--- config.mk ---
export PLATFORM = sky130hd
export DESIGN_NAME = capture_sequencer
export DESIGN_NICKNAME = d
export VERILOG_FILES = /design/src/rtl/capture_sequencer.sv
export SDC_FILE = /design/constraint.sdc
export NUM_CORES = 1
export LEC_CHECK = 0
export BUFFER_PORTS_ARGS = -buffer_cell sky130_fd_sc_hd__buf_4
export CAP_MARGIN = 15
export CORE_AREA = 4 4 96 98
export CTS_BUF_LIST = sky130_fd_sc_hd__clkbuf_8
export DETAILED_ROUTE_END_ITERATION = 16
export DIE_AREA = 0 0 100 102
export GPL_ROUTABILITY_DRIVEN = 0
export PLACE_DENSITY = 0.85
export SYNTH_ARGS = -nofsm -noshare
export SYNTH_HDL_FRONTEND = slang
export SYNTH_SLANG_ARGS = --single-unit
export TNS_END_PERCENT = 100
--- constraint.sdc ---
create_clock -name clk -period 5.3 [get_ports clk]
set_clock_uncertainty 0.1 [all_clocks]
set_input_delay 0.265 -clock clk [delete_from_list [all_inputs] [get_ports clk]]
set_output_delay 0.265 -clock clk [all_outputs]
set_load 0.01 [all_outputs]
--- src/rtl/capture_sequencer.sv ---
// capture_sequencer: host-side run controller sequencing arm/trigger/done/drain of the logic-capture core
module capture_sequencer #(
    parameter int saddr_w   = 24,
    parameter int timeout_w = 32,
    parameter int rep_w     = 8
) (
    input  logic                 clk,
    input  logic                 resetn,
    input  logic                 start,
    input  logic                 stop,
    input  logic [rep_w-1:0]     repeat_count,
    input  logic [timeout_w-1:0] timeout,
    input  logic                 cap_ready,
    input  logic                 cap_armed,
    input  logic                 cap_triggered,
    input  logic                 cap_done,
    input  logic                 cap_overrun,
    input  logic [saddr_w-1:0]   cap_trig_pos,
    input  logic                 dma_idle,
    output logic                 cap_arm,
    output logic                 cap_abort,
    output logic                 busy,
    output logic [2:0]           state,
    output logic [rep_w-1:0]     done_count,
    output logic [saddr_w-1:0]   trig_pos,
    output logic                 err_overrun,
    output logic                 err_timeout,
    output logic                 irq
);
    typedef enum logic [2:0] {
        IDLE      = 3'd0,
        WAIT_RDY  = 3'd1,
        ARMING    = 3'd2,
        ARMED     = 3'd3,
        TRIGGERED = 3'd4,
        DRAIN     = 3'd5,
        ABORTING  = 3'd6
    } st_t;
    st_t st, nxt;
    logic [4:0] sync1, sync2;
    logic done_d;
    logic [timeout_w-1:0] wd;
    logic ready_s, armed_s, triggered_s, done_s, overrun_s;
    logic done_rise, wd_exp, last_shot, shot_done;
    assign {overrun_s, done_s, triggered_s, armed_s, ready_s} = sync2;
    assign done_rise = done_s & ~done_d;
    assign wd_exp    = (timeout != '0) && (wd == timeout - timeout_w'(1));
    assign last_shot = (repeat_count != '0) && (done_count == repeat_count);
    assign shot_done = (st == TRIGGERED) && (nxt == DRAIN);
    assign state     = st;
    always_ff @(posedge clk or negedge resetn) begin
        if (!resetn) begin
            sync1  <= '0;
            sync2  <= '0;
            done_d <= 1'b0;
        end else begin
            sync1  <= {cap_overrun, cap_done, cap_triggered, cap_armed, cap_ready};
            sync2  <= sync1;
            done_d <= done_s;
        end
    end
    // stop overrides every transition decided below it
    always_comb begin
        nxt = st;
        case (st)
            IDLE:      nxt = (start && !stop) ? WAIT_RDY : IDLE;
            WAIT_RDY:  nxt = ready_s ? ARMING : WAIT_RDY;
            ARMING:    nxt = armed_s ? ARMED : ARMING;
            ARMED:     nxt = overrun_s ? ABORTING : triggered_s ? TRIGGERED : wd_exp ? ABORTING : ARMED;
            TRIGGERED: nxt = overrun_s ? ABORTING : done_rise ? DRAIN : TRIGGERED;
            DRAIN:     nxt = !dma_idle ? DRAIN : last_shot ? IDLE : WAIT_RDY;
            ABORTING:  nxt = (!armed_s && !triggered_s && dma_idle) ? IDLE : ABORTING;
            default:   nxt = IDLE;
        endcase
        if (stop && st != IDLE)
            nxt = ABORTING;
    end
    always_ff @(posedge clk or negedge resetn) begin
        if (!resetn) begin
            st          <= IDLE;
            wd          <= '0;
            cap_arm     <= 1'b0;
            cap_abort   <= 1'b0;
            busy        <= 1'b0;
            irq         <= 1'b0;
            done_count  <= '0;
            trig_pos    <= '0;
            err_overrun <= 1'b0;
            err_timeout <= 1'b0;
        end else begin
            st        <= nxt;
            wd        <= (st == ARMED) ? wd + timeout_w'(1) : '0;
            cap_arm   <= nxt == ARMING;
            cap_abort <= nxt == ABORTING;
            busy      <= nxt != IDLE;
            irq       <= (st == DRAIN || st == ABORTING) && nxt == IDLE;
            if (st == IDLE && nxt == WAIT_RDY) begin
                done_count  <= '0;
                err_overrun <= 1'b0;
                err_timeout <= 1'b0;
            end
            if (shot_done) begin
                done_count <= done_count + rep_w'(1);
                trig_pos   <= cap_trig_pos;
            end
            if ((st == ARMED || st == TRIGGERED) && overrun_s)
                err_overrun <= 1'b1;
            if (st == ARMED && !triggered_s && !overrun_s && wd_exp)
                err_timeout <= 1'b1;
        end
    end
endmodule

==> impl_metrics.yaml <==
layout:
  multi_input_comb_area_um2: 2701
  stdcell_area_um2: 6088
  ff_latch_area_um2: 2102
  antennaDiodeCount: 0
  drive_gt1_frac: 0.2703
  synthToLayoutAreaGrowth_pct: 24.10
  final_nets: 701
  num-fill-cells: 616
  instances_no_fill: 737
timing:
  final_hold_viol_count: 43
  rsz0062_at_grt: "no"
  fmax_ghz: 0.3769
  finalCriticalPeriod_ns: 2.653
  slew_headroom: 0.3077
  fin_ws_ns: 2.647
  timing.final.crit_share: 0.5006
  totalNegativeSetupSlack_ns: 0
  drv_slew: 0
  tightest_slew_ns: 1.038
  hold_ws_ns: -0.04684
  setup_viol: 0
clock_network:
  clk_latency_ns: 0.37
  cts_hold_buf: 5
  ctsResizeCount: 0
  cts_buffers: 9
  cts.sinks: 84
  post_cts_buffers: 0
  clk_pin_slew_worst_paths_ns: 0.10
  cts_tree: "yes"
  clk_path_buf_depth: 2
  cts_root_buffer: "clkbuf_8"
  htree_levels: 3
pwr:
  leakagePower_nw: 2.676
  switchingPower_mw: 0.4437
  clkPwrFrac: 0.316
  internal_power_mw: 1.006
  power.density_nw_per_um2: 238.1
  combPwrFrac: 0.188
  seq_power_share: 0.496
  ir_worst_vdd_mv: 0.1743
  sw_frac_of_total: 0.3060
floorplanning:
  dieWidth_um: 100
  coreArea_um2: 8466
  num_rows: 34
  die_h_um: 102
  ios: 115
  die_area_um2: 10200
  start_util: 0.5795
detailed_routing:
  drt-initial-drc-count: 239
  vias: 4403
  postRouteAntennaNets: 0
  first_pass_iters: 5
  wl_per_cell_um: 16.69
  wl_um: 12300
  drc: 0
  via_per_inst: 5.974
yosys:
  ys_seq_elements: 84
  synth-async-reset-ratio: 1.000
  syn_nets: 586
  avgSynthCellArea_um2: 9.638
  synth_cell_types: 58
  syn_area_um2: 4906
  synthTopCellsByArea: "dfrtp_1, xor2_1, xnor2_1"
  yosysTopAreaCell: "dfrtp_1"
  synth_edf_count: 0
  synth_top_area_share: 0.4285
  yosysSeqAreaShare: 0.4285
  synthCells: 509
  synthFlopType: "dfrtp_1"
  yosysWarningCount: 0
worst_setup_path:
  cp-end-kind: "flop"
  crit_buf_inv: 0
  crit_path_start_kind: "flop"
  crit_family: "simple AND/OR/NAND/NOR gates"
  cpPeakStageDelay_ns: 0.65
  worstSetupPathType: "flop to flop"
  critical_path.max_fanout: 6
  crit_required_ns: 5.45
  arrival_ns: 2.80
  crit_chain: "and4_1, nand3_1, nor4_1, nand2b_1, nor2_1, nand3_1, xor2_1, nor2_1"
  cp_slowest_cell: "nor4_1"
grt:
  antenna_found_initial: 0
  grt_pass1_vias: 4297
  gr-usage-all-layers: 0.2412
  overflow: 0
  grt_max_degree: 85
  grt_pass1_wl_um: 19880
worst_hold_path:
  worstHoldPathType: "primary input to asynchronous set/reset pin"
place:
  port-buffer-count: 114
  place_area_um2: 5843
  post-place-ws_ns: 2.358
  dp_hpwl_um: 9225
  dp_cells: 716
status:
  status: "finished, violations left"
  violations: "negative hold slack"
run:
  maxCapViolCount: 0
[cell families (layout without fill, tap and decap cells)]
group,Yosys count,in the layout,share of synthesized area
xor+xnor,79,79,0.1410
fa+ha+maj,3,3,0.007652
flops,84,84,0.4285
simple gates,226,226,0.2599
compound gates,65,65,0.08289
mux,26,26,0.05917
buf+inv,26,146,0.02091
[final timing paths]
| path | start | endpoint | slack, ns | depth (start not counted) |
|---|---|---|---|---|
| max | wd[5]$_DFF_PN0_ | wd[31]$_DFF_PN0_ | 2.65 | 8 |
| min | resetn | done_count[6]$_DFFE_PN0P_ | -0.05 | 1 |
| max reg2reg | wd[5]$_DFF_PN0_ | wd[31]$_DFF_PN0_ | 2.65 | 8 |
| min reg2reg | sync1[2]$_DFF_PN0_ | sync2[2]$_DFF_PN0_ | 0.26 | 0 |
| max in group asynchronous | resetn | wd[17]$_DFF_PN0_ | 4.45 | 1 |
| min in group clk | cap_trig_pos[16] | trig_pos[16]$_DFFE_PN0P_ | 0.02 | 2 |
[synth_stat cells, drive strengths merged (6+ instances only)]
cell type and number:
dfrtp 84, nor2 66, xor2 42, xnor2 37
nand3 32, mux2 24, o21ai 21, nor4 20
nand2 19, nand4 17, nor3 15, a21oi 12
clkbuf 12, a31oi 10, and3 10, inv 9
or3 9, nor3b 6, or4 6
[power groups by stage]
| stage | Sequential, mW | Clock (mW) | Combinational (mW) |
|---|---|---|---|
| 3_3_place_gp | 0.727 | 0 | 0.262 |
| 6_report | 0.719 | 0.458 | 0.273 |
| 5_1_grt | 0.724 | 0.497 | 0.299 |
| 2_1_floorplan | 0.730 | 0 | 0.116 |
| 3_5_place_dp | 0.731 | 0 | 0.268 |
| 4_1_cts | 0.718 | 0.470 | 0.273 |
[sequential cells by signal (all words and copies together), names as in the netlist]
name	count
sync1	5
cap_arm	1
done_count	8
state	3
busy	1
sync2	5
trig_pos	24
irq	1
cap_abort	1
err_timeout	1
done_d	1
wd	32
err_overrun	1
[routing by layer]
layer	GRT usage	vias up	routed length, µm
met5	0	-	0
met4	0.1161	0	403
met2	0.4125	162	6376
li1	-	2068	-
met3	0.04369	39	621
met1	0.2970	2134	4899
[layout make-up]
cell class | instances | share of cell area
Clock buffer | 9 | 0.02035
Inverter | 9 | 0.005549
Tap cell | 108 | 0.02219
Timing Repair Buffer | 121 | 0.1513
Multi-Input combinational cell | 399 | 0.4437
Clock inverter | 7 | 0.01171
Sequential cell | 84 | 0.3453
[placed cells by master, fill, tap and decap left out, types with 3 or more instances in the layout]
cell type,Yosys,final
nor2_1,66,66
and2_1,4,4
dfrtp_1,84,84
xor2_1,42,42
inv_8,0,4
nor4_1,16,16
mux2_2,24,24
xnor2_1,37,37
nor3b_1,5,5
and3_1,10,10
o21ai_0,20,20
nand2_1,19,19
nand4_1,17,17
a21oi_1,12,12
nand2b_1,5,5
o31ai_1,4,4
or3_1,8,8
nand3_1,31,31
buf_4,1,116
nor3_1,14,14
dlygate4sd3_1,0,5
inv_1,9,9
and4_1,5,5
a31oi_1,10,10
ha_1,3,3
or4_1,4,4
clkbuf_8,0,9
a211oi_1,3,3
[worst reg2reg max path: stages, from the launching register on]
cell	delay [ns]
dfrtp_1	0.49
and4_1	0.30
nand3_1	0.19
nor4_1	0.66
nand2b_1	0.22
nor2_1	0.25
nand3_1	0.13
xor2_1	0.15
nor2_1	0.06
[metrics by stage]
stage                       util  total power [mW]
after global routing      0.7192             1.520
after detailed placement  0.6902            0.9989
final                     0.7192             1.450
after floorplan                -            0.8469
after CTS                 0.7192             1.461
after global placement    0.6902            0.9893
(Power assumes the default switching activity.)
